`src/rtl/shift_frame_ctrl.sv`:
```
// shift_frame_ctrl
//   Two-requester round-robin front end for the shared serial shift-out line.
//   The winning requester's word is loaded into a shift register and sent
//   LSB first over WIDTH cycles, with so_valid marking each bit and done
//   pulsing on the final bit of the frame.
//
//   Optional feature macro: SHIFT_FRAME_PARITY_EN
//     When defined, an extra frame bit follows the data bits. It carries the
//     even parity (XOR) of the accepted word, and done moves to that bit.
//
// Ports
//   clk                 rising-edge clock
//   rst                 synchronous active-high reset
//   req0_valid/data     requester 0 word offer (data held until ready)
//   req0_ready          requester 0 accepted this cycle (combinational)
//   req1_valid/data     requester 1 word offer
//   req1_ready          requester 1 accepted this cycle (combinational)
//   so                  serial data out (0 when so_valid is low)
//   so_valid            so carries a frame bit
//   busy                frame in progress
//   done                one-cycle pulse with the last frame bit
//   grant_id            owner of the current or most recent frame
module shift_frame_ctrl #(
  parameter int unsigned WIDTH = 8
) (
  input  logic             clk,
  input  logic             rst,
  input  logic             req0_valid,
  input  logic [WIDTH-1:0] req0_data,
  output logic             req0_ready,
  input  logic             req1_valid,
  input  logic [WIDTH-1:0] req1_data,
  output logic             req1_ready,
  output logic             so,
  output logic             so_valid,
  output logic             busy,
  output logic             done,
  output logic             grant_id
);

  localparam int unsigned CW = $clog2(WIDTH + 1);
  localparam logic [CW-1:0] LAST_IDX     = CW'(WIDTH - 1);
  localparam logic [CW-1:0] PRE_LAST_IDX = CW'(WIDTH - 2);

`ifdef SHIFT_FRAME_PARITY_EN
  typedef enum logic [1:0] {S_IDLE, S_SHIFT, S_PAR} state_t;
`else
  typedef enum logic {S_IDLE, S_SHIFT} state_t;
`endif

  state_t           r_state;
  logic [WIDTH-1:0] r_shreg;
  logic [CW-1:0]    r_cnt;
  logic             r_last;
  logic             r_grant;
  logic             r_so;
  logic             r_so_valid;
  logic             r_busy;
  logic             r_done;
`ifdef SHIFT_FRAME_PARITY_EN
  logic             r_par;
`endif

  logic             w_any;
  logic             w_win;
  logic             w_xfer;
  logic [WIDTH-1:0] w_data;

  // Round-robin: a lone requester wins; on contention the one not served last wins.
  always_comb begin
    w_any = req0_valid | req1_valid;
    if (req0_valid & req1_valid) begin
      w_win = ~r_last;
    end else begin
      w_win = req1_valid;
    end
  end

  // The winner is always a valid requester, so a grant is also a transfer.
  assign w_xfer     = (r_state == S_IDLE) & ~rst & w_any;
  assign w_data     = w_win ? req1_data : req0_data;
  assign req0_ready = w_xfer & ~w_win;
  assign req1_ready = w_xfer & w_win;

  // Serial outputs are registered one bit ahead: the value loaded into r_so
  // at each edge is the bit the shift register exposes after that edge.
  always_ff @(posedge clk) begin
    if (rst) begin
      r_state    <= S_IDLE;
      r_shreg    <= '0;
      r_cnt      <= '0;
      r_last     <= 1'b1;
      r_grant    <= 1'b0;
      r_so       <= 1'b0;
      r_so_valid <= 1'b0;
      r_busy     <= 1'b0;
      r_done     <= 1'b0;
`ifdef SHIFT_FRAME_PARITY_EN
      r_par      <= 1'b0;
`endif
    end else begin
      case (r_state)
        S_IDLE: begin
          if (w_xfer) begin
            r_shreg    <= w_data;
            r_cnt      <= '0;
            r_last     <= w_win;
            r_grant    <= w_win;
            r_state    <= S_SHIFT;
            r_so       <= w_data[0];
            r_so_valid <= 1'b1;
            r_busy     <= 1'b1;
            r_done     <= 1'b0;
`ifdef SHIFT_FRAME_PARITY_EN
            r_par      <= ^w_data;
`endif
          end
        end
        S_SHIFT: begin
          r_shreg <= r_shreg >> 1;
          r_cnt   <= r_cnt + 1'b1;
          if (r_cnt == LAST_IDX) begin
`ifdef SHIFT_FRAME_PARITY_EN
            r_state    <= S_PAR;
            r_so       <= r_par;
            r_so_valid <= 1'b1;
            r_done     <= 1'b1;
`else
            r_state    <= S_IDLE;
            r_so       <= 1'b0;
            r_so_valid <= 1'b0;
            r_busy     <= 1'b0;
            r_done     <= 1'b0;
`endif
          end else begin
            r_so <= r_shreg[1];
`ifdef SHIFT_FRAME_PARITY_EN
            r_done <= 1'b0;
`else
            r_done <= (r_cnt == PRE_LAST_IDX);
`endif
          end
        end
`ifdef SHIFT_FRAME_PARITY_EN
        S_PAR: begin
          r_state    <= S_IDLE;
          r_so       <= 1'b0;
          r_so_valid <= 1'b0;
          r_busy     <= 1'b0;
          r_done     <= 1'b0;
        end
`endif
        default: r_state <= S_IDLE;
      endcase
    end
  end

  assign so       = r_so;
  assign so_valid = r_so_valid;
  assign busy     = r_busy;
  assign done     = r_done;
  assign grant_id = r_grant;

endmodule

```
`config.mk`:
```
export PLATFORM = sky130hd
export DESIGN_NAME = shift_frame_ctrl
export DESIGN_NICKNAME = d
export VERILOG_FILES = /design/src/rtl/shift_frame_ctrl.sv
export SDC_FILE = /design/constraint.sdc
export NUM_CORES = 1
export LEC_CHECK = 0
export CORE_MARGIN = 2
export CORE_UTILIZATION = 43
export CTS_BUF_LIST = sky130_fd_sc_hd__clkbuf_4
export CTS_CLUSTER_DIAMETER = 30
export DETAILED_ROUTE_END_ITERATION = 10
export PLACE_DENSITY = 0.75
export SLEW_MARGIN = 20
export SYNTH_ARGS = -nofsm -noshare
export SYNTH_HDL_FRONTEND = slang
export SYNTH_SLANG_ARGS = --single-unit
```
`constraint.sdc`:
```
create_clock -name clk -period 1.1 [get_ports clk]
set_input_delay 0.22 -clock clk [delete_from_list [all_inputs] [get_ports clk]]
set_output_delay 0.22 -clock clk [all_outputs]
set_load 0.01 [all_outputs]
```
[After elaboration in Yosys (flattened, before gate mapping)]
Index checks and enable logic that the tools add are counted.
Storage, ports and cells
  logic and storage cells: 43
  output and inout bits: 7
  flip-flop bits (word level): 18
  input bits: 20
Operators by class
  bitwise gates (word level): 10
  muxes and demuxes: 18
  equal/unequal tests: 4
  reduce and logical (&&, ||, !) cells: 2
  $add $sub $neg: 1
Operators with widths (count)
  two-way mux 8 bit: 2
  case mux 8 bit (2 select lines): 1
  two-way mux 1 bit: 9
  equality test 4 x 3 -> 1 bit, second input constant: 2
  case mux 1 bit (2 select lines): 4
  case mux 4 bit (2 select lines): 1
  AND 1 bit: 5
  adder 4 x 1 -> 4 bit, second input constant: 1
  two-way mux 4 bit: 1
  inverter 1 bit: 4
  AND reduction 2 bit: 2
  != test 2 x 1 -> 1 bit, second input constant: 1
  != test 2 bit, second input constant: 1
  OR 1 bit: 1

[Depth between registers and ports, before layout]
  depth after elaboration: 5
  mapped depth: 4
  mapped depth without buffers: 4

[Least setup slack after synthesis]
No wires, ideal clock.
  path kind: register to register
  start point: reg r_last
  end point: reg r_shreg[2]
  arrival: 1107 ps
  cell stages (with the launch flop): 5
  required time: 1042 ps
  setup time: 58 ps
  buffers on the path: 1
  clock period less this slack: 1165 ps
  setup slack: -65 ps
  path through: dfxtp_1 > and2_1 > buf_2 > nor3_2 > a221o_2
Between the ends
  longest elaborated chain between the ends: 5
Ends and longest elaborated chain
  start, declared: line 54  | logic r_last;
  start signal, assigned: line 107  | r_last <= w_win;
  inverter 1 bit: line 73  | w_win = ~r_last;
  two-way mux 1 bit: line 72  | if (req0_valid & req1_valid) begin
  two-way mux 8 bit: line 81  | assign w_data = w_win ? req1_data : req0_data;
  two-way mux 8 bit: line 104  | if (w_xfer) begin
  case mux 8 bit (2 select lines): line 102  | case (r_state)
  end signal, assigned: line 105  | r_shreg <= w_data;
  end signal, assigned: line 120  | r_shreg <= r_shreg >> 1;
  end, declared: line 52  | logic [WIDTH-1:0] r_shreg;
Every way passes these cells. The select of a mux whose other input is x is not followed.
A chain may end at the register's enable or synchronous reset.

[Final worst setup path]
  start point: reg r_state
  end point: out req1_ready
Between the ends
  longest elaborated chain between the ends: 4
Ends and longest elaborated chain
  start, declared: line 51  | state_t r_state;
  start signal, assigned: line 89  | r_state <= S_IDLE;
  start signal, assigned: line 109  | r_state <= S_SHIFT;
  start signal, assigned: line 129  | r_state <= S_IDLE;
  inverter 1 bit
  AND 1 bit (2 in a row): line 80  | assign w_xfer = (r_state == S_IDLE) & ~rst & w_any;
  AND 1 bit: line 83  | assign req1_ready = w_xfer & w_win;
  end, declared: line 33  | output logic req1_ready,
Every way passes these cells.

==> results_tabular.tex <==
\begin{tabular}{lr}
\hline
Metric & Value \\
\hline
\multicolumn{2}{l}{\textbf{GRT}} \\
Total Routing Usage GR & 21.8\% \\
Initial antenna violation count & 0 \\
Global-route wire length before repair & 4220 µm \\
Total grt overflow & 0 \\
Largest net degree at the start of global routing & 25 \\
Vias in the first global route & 960 \\
\multicolumn{2}{l}{\textbf{Yosys}} \\
Synthesized area per cell & 8.97 µm² \\
Number of distinct standard cells referenced by the synthesized netlist & 35 \\
Fraction of synthesis flops using an asynchronous set or reset pin & 0\% \\
\#FFs+latches synth & 17 \\
Number of warnings printed during yosys synthesis & 0 \\
Post-synth net total & 121 \\
Number of flops mapped to enable cells by yosys & 0 \\
Cell count after synthesis & 99 \\
Register area share after synthesis & 38.3\% \\
Main flop type after synthesis & sky130\_fd\_sc\_hd\_\_dfxtp\_1 \\
Combined area of all synthesized cells & 888 µm² \\
\multicolumn{2}{l}{\textbf{STA}} \\
Final count of pins violating max slew & 0 \\
Setup repair after global routing missed its margin & true \\
Final worst setup slack & -0.310 ns \\
Highest attainable clock frequency & 0.709 GHz \\
Worst setup skew after layout & 0.00273 ns \\
Time the final worst path needs with I/O delays and setup & 1.41 ns \\
Worst rel slew slack & 74.9\% \\
Final sum of negative setup slack & -2.26 ns \\
Transition at the pin with the smallest max-transition slack & 0.367 ns \\
Final-report setup violation count & 16 \\
Hold slack & 0.460 ns \\
Hold Fails Final Rpt & 0 \\
Fin crit share & 128\% \\
\multicolumn{2}{l}{\textbf{Final layout}} \\
Fraction of final layout cells with drive strength greater than 1 & 38.2\% \\
Layout overhead on the synthesized area & 58.6\% \\
Antenna Diode Count & 0 \\
Net count, final & 167 \\
Number of fillers in the final layout & 154 \\
\multicolumn{2}{l}{\textbf{Setup path}} \\
Worst setup path startpoint & r\_state\$\_SDFF\_PP0\_ \\
Worst-path cell chain & or2b\_1, nor3\_4, buf\_2 \\
Slowest-stage cell, CP & sky130\_fd\_sc\_hd\_\_dfxtp\_2 \\
Startpoint type of the worst setup path & flop \\
Max Fanout on Critical Path & 3 \\
CP peak stage delay & 0.35 ns \\
Kind of critical path & reg -> out \\
CP Data Arrival Time & 1.19 ns \\
Worst flop-to-flop path startpoint & r\_state\$\_SDFF\_PP0\_ \\
Capturing element type of the critical path & primary output \\
Worst EP required & 0.88 ns \\
\multicolumn{2}{l}{\textbf{Worst hold path}} \\
Hold Crit Start & done\$\_SDFFE\_PP0P\_ \\
Worst min-delay path category & reg -> reg \\
\multicolumn{2}{l}{\textbf{Floorplanning}} \\
Num rows & 16 \\
IO Pins & 27 \\
Die width & 49.5 µm \\
Core area & 0.00196 mm² \\
Die footprint & 0.00245 mm² \\
Die boundary height & 49.5 µm \\
Starting density of the core & 45.3\% \\
\multicolumn{2}{l}{\textbf{CTS}} \\
Library cell used as clock root buffer & sky130\_fd\_sc\_hd\_\_clkbuf\_4 \\
CTS tree & done \\
Clock sinks & 17 \\
H-tree Lvls & 1 \\
Number of hold buffers added after cts & 0 \\
Clock-pin transition on the worst setup and hold timing paths & 0.10 ns \\
Maximum clock path buffer count & 2 \\
Clock buffer count from CTS & 3 \\
Clock latency on the worst-skew pair & 0.29 ns \\
\multicolumn{2}{l}{\textbf{Power and ir drop}} \\
Power per standard cell area & 1010 mW/mm² \\
Leakage dissipation & 0.554 nW \\
Worst ir drop on vdd & 699 µV \\
Final total power & 1.42 mW \\
\multicolumn{2}{l}{\textbf{Run status}} \\
Result of the run & finished with violations \\
Violations in the final reports & setup timing \\
\multicolumn{2}{l}{\textbf{Placed design}} \\
Weighted congestion reported at the end of routability-driven placement & 0.776 \\
Number of input and output port buffers inserted & 26 \\
Final HPWL DP & 1710 µm \\
\multicolumn{2}{l}{\textbf{Route}} \\
Iteration count of the initial detailed-routing pass & 4 \\
Via Count & 933 \\
Number of DRC violations after detailed-routing iteration 0 & 18 \\
Remaining antenna violation count & 0 \\
Routed wirelength normalized by instance count & 14.2 µm \\
WL final & 2430 µm \\
Number of remaining DRC errors & 0 \\
Via-per-instance ratio & 5.46 \\
\multicolumn{2}{l}{\textbf{Flow run}} \\
Max-Cap Viols & 0 \\
\hline
\end{tabular}
==> kinds of logic after synthesis <==
group	share of synthesized area [%]
simple gates	29.0
fa+ha+maj	2.82
compound gates	22.7
mux	1.13
buf+inv	6.06
flops	38.3
==> registers in the layout (all words and copies together), names as in the netlist <==
register and flops:
busy 1, done 1, grant_id 1, r_cnt 4
r_last 1, r_shreg 7, r_state 1, so 1
==> synth_stat cells (all sizes together), types with 2 or more instances <==
| library cell | number | area (µm²) |
|---|---|---|
| dfxtp | 17 | 340 |
| nand2 | 9 | 33.8 |
| a21oi | 7 | 35.0 |
| buf | 6 | 38.8 |
| nor2 | 6 | 22.5 |
| a221o | 5 | 51.3 |
| nor3 | 5 | 35.0 |
| nor2b | 4 | 25.0 |
| or4b | 4 | 40.0 |
| nand2b | 3 | 18.8 |
| a2111oi | 2 | 17.5 |
| a2bb2oi | 2 | 17.5 |
| a311oi | 2 | 17.5 |
| clkbuf | 2 | 7.51 |
| ha | 2 | 25.0 |
| inv | 2 | 7.51 |
| nand3 | 2 | 10.0 |
| nand4b | 2 | 17.5 |
| nor3b | 2 | 15.0 |
| nor4 | 2 | 12.5 |
| o22ai | 2 | 12.5 |
| o31ai | 2 | 15.0 |
==> per-layer routing <==
layer / global-route usage [%] / wire length [µm] / part of all wire, %
met1: 27.3 / 1050 / 43
met2: 39.2 / 1290 / 53
met3: 3.03 / 87 / 3.6
met4: 5.56 / 0 / 0
met5: 0 / 0 / 0
==> power by group <==
| group | switching, mW | leakage [nW] | internal, mW | total (mW) |
|---|---|---|---|---|
| registers | 0.0261 | 0.141 | 0.658 | 0.685 |
| logic | 0.158 | 0.395 | 0.212 | 0.370 |
| clock network | 0.197 | 0.0184 | 0.165 | 0.363 |
==> final cells by class <==
class / count / area [µm²] / area share, %
repair buffers: 49 / 423 / 30.0
flip-flops and latches: 17 / 347 / 24.6
well taps: 27 / 33.8 / 2.40
clock buffers: 4 / 30.0 / 2.13
multi-input cells: 72 / 568 / 40.3
inverters: 2 / 7.51 / 0.533
==> per-stage QoR <==
| stage | setup WS, ns | cells | area (µm²) | utilization, % |
|---|---|---|---|---|
| after floorplan | -0.0194 | 99 | 907 | - |
| after global placement | -0.770 | 161 | 1280 | 65.1 |
| after detailed placement | -0.813 | 161 | 1280 | 65.1 |
| after CTS | -0.365 | 169 | 1380 | 70.5 |
| after global routing | -0.354 | 171 | 1410 | 71.8 |
| final | -0.310 | 171 | 1410 | 71.8 |
==> path summary, 6_finish.rpt <==
check	endpoint	slack, ns	depth (start not counted)
worst max-delay path	req1_ready	-0.31	3
worst max register to register	r_shreg[1]$_SDFFE_PP0P_	-0.28	4
worst min-delay path	done$_SDFFE_PP0P_	0.46	2
worst min register to register	done$_SDFFE_PP0P_	0.46	2
==> cells in the final DEF, fill, tap and decap left out, types with 2 or more instances in the layout <==
cell and instances:
sky130_fd_sc_hd__nand2_1 9, sky130_fd_sc_hd__buf_6 4, sky130_fd_sc_hd__buf_4 19, sky130_fd_sc_hd__or4b_1 3, sky130_fd_sc_hd__nor3b_1 2, sky130_fd_sc_hd__clkdlybuf4s50_1 16
sky130_fd_sc_hd__nor4_1 2, sky130_fd_sc_hd__o31ai_1 2, sky130_fd_sc_hd__buf_2 2, sky130_fd_sc_hd__nor2b_1 3, sky130_fd_sc_hd__nand3_1 2, sky130_fd_sc_hd__clkbuf_2 3
sky130_fd_sc_hd__dfxtp_2 5, sky130_fd_sc_hd__a221o_1 4, sky130_fd_sc_hd__nor2_1 6, sky130_fd_sc_hd__dfxtp_1 12, sky130_fd_sc_hd__o22ai_1 2, sky130_fd_sc_hd__nor3_4 2
sky130_fd_sc_hd__dlygate4sd2_1 2, sky130_fd_sc_hd__inv_1 2, sky130_fd_sc_hd__nand2b_1 2, sky130_fd_sc_hd__nor3_2 3, sky130_fd_sc_hd__nand4b_1 2, sky130_fd_sc_hd__clkdlybuf4s15_2 2
sky130_fd_sc_hd__a21oi_1 6, sky130_fd_sc_hd__clkbuf_4 4
==> repair_timing <==
item / CTS / global route
setup buffers: 4 / 2
hold endpoints to repair: 0 / 0
pin swaps: 3 / 3
endpoints found under the setup margin: 24 / 24
resized for setup: 39 / 11
==> critical path, delay by kind of cell, from the launching register on <==
family / cells / cell delay (ns)
buffers and inverters: 1 / 0.16
DFF: 1 / 0.35
and+or+nand+nor: 2 / 0.39
(Power assumes the default switching activity.)
==> RTL change, RTL diff (same flow settings) <==
Add a define of `SHIFT_FRAME_PARITY_EN`.
--- a/src/rtl/shift_frame_ctrl.sv
+++ b/src/rtl/shift_frame_ctrl.sv
@@ -21,4 +21,6 @@
 //   done                one-cycle pulse with the last frame bit
 //   grant_id            owner of the current or most recent frame
+`define SHIFT_FRAME_PARITY_EN
+
 module shift_frame_ctrl #(
   parameter int unsigned WIDTH = 8
Formal check against the unedited RTL: not equivalent (a bounded check fails within 10 cycles, from zero or initial values and one cycle with rst high).
==> RTL change against the unedited design <==
  * Total power increased by 59%
  * Count of clock-buffer cells in the layout decreased by 1
  * Largest power group is now combinational cells
  * Worst hold slack improved by 14 ps
  * Clock power increased by 3%
  * Register-to-register slack got worse by 170 ps
  * Via count increased by 29%
  * The flow still finishes with violations (setup timing)
  * Final area increased by 34%
  * Synthesized area increased by 36%
  * Sequential power increased by 25%
  * Sequential cell count increased by 3
  * Worst setup slack got worse by 140 ps
  * Critical path depth increased by 4
  * Routed wire length increased by 36%
  * Largest cell class unchanged
==> RTL change: results (changes against the unedited design) <==
Clk_lat worst skew -> 310 ps (+20 ps)
Post-synthesis mux area share -> 14.95% (+14 points)
Overall Global Routing Usage -> 19.95% (-1.9 points)
Peak supply drop -> 0.0008942 V (+28%)
Avg WL per Cell -> 14.82 um (+4.3%)
Reg-to-Reg Start -> r_state[0]
Met2 Use GR -> 37.60% (-1.6 points)
Via-per-instance ratio -> 5.390 (-1.2%)
Clock share of power -> 16.6% (-9.0 points)
DR vias -> 1,202 (+29%)
Share of cells above drive strength 1 -> 39.58% (+1.4 points)
Largest net degree at the start of global routing -> 15 (-40%)
Crit path largest cell delay -> 400 ps (+50 ps)
Hold_sp -> busy
M3 GR Usage -> 3.175% (+0.14 points)
Worst r2r dst -> r_cnt[3]
Synth Area in XOR/XNOR -> 10.18% (+10 points)
Post-DP HPWL -> 2361 um (+38%)
Met1 usage -> 22.80% (-4.5 points)
Leakage -> 0.7942 nW (+43%)
Hold Path Stages -> 2 (unchanged)
# nets final -> 220 (+32%)
Top post-synthesis cells by area -> dfxtp_1 (33%), mux2i_1 (15%), xnor2_1 (8.7%), nor2_1 (7.2%), ha_1 (6.2%)
Post-synthesis adder-cell area fraction -> 6.231% (+3.4 points)
Reg2Reg Depth -> 7 (+3)
Clk pin slew, worst setup/hold paths -> 120 ps (+20 ps)
Met2 wire length -> 1765 um (+37%)
Slowest-stage cell, CP -> or3b_4
Post-cts gate resize count -> 54 (+38%)
Syn Nets -> 168 (+39%)
Top sig layer -> met4
Post-synth top cells -> nor2_1 (23), dfxtp_1 (20), mux2i_1 (18), xnor2_1 (12), nand2_1 (11)
CP Data Arrival Time -> 1770 ps (+580 ps)
Setup TNS -> -6869 ps (-4606 ps)
Worst-path maximum fanout -> 4 (+1)
Largest regs -> r_shreg x7, r_cnt x4, r_state x2
Status -> finished, violations left
Hold endpoint -> busy
Max-slew headroom -> 80.43% (+5.5 points)
1st-iter DRT viols -> 38 (+20)
Failing checks -> setup timing
Final setup margin -> -451.2 ps (-141.0 ps)
Met3 wire len -> 137 um (+57%)
GPL Wtd Cong -> 0.7863 (+1.4%)
Clock Skew -> 1.612 ps (-1.123 ps)
Final setup vio count -> 22 (+6)
Sequential share of the synthesized area -> 33.23% (-5.1 points)
Post-CTS Setup Repair Bufs -> 1 (-3)
-- RTL change: area by class of cell --
| cell class | instances | area (um^2) |
|---|---|---|
| clock buffers | 3 | 22.52 |
| fillers | 213 | 828.3 |
| inverters | 7 | 28.78 |
| multi-input cells | 110 | 919.6 |
| flip-flops and latches | 20 | 412.9 |
| well taps | 31 | 38.79 |
| repair buffers | 52 | 459.2 |
-- RTL change: worst max-delay path by stage --
stage                     from         end  slack (ps)
finish              r_state[0]    r_cnt[3]        -450
global route        r_state[0]    r_cnt[3]        -490
CTS                 r_state[1]    r_cnt[3]        -440
detailed placement  req1_valid  req1_ready        -770
global placement    req1_valid  req1_ready        -730
floorplan           r_state[1]    r_cnt[3]        -400
-- RTL change: worst register-to-register path: stages, from the launching register on --
cell	delay [ps]
dfxtp_2	350
inv_2	70
ha_4	150
or3b_4	400
nor3b_4	160
a21oi_2	130
a2bb2oi_2	150
nor2_1	50
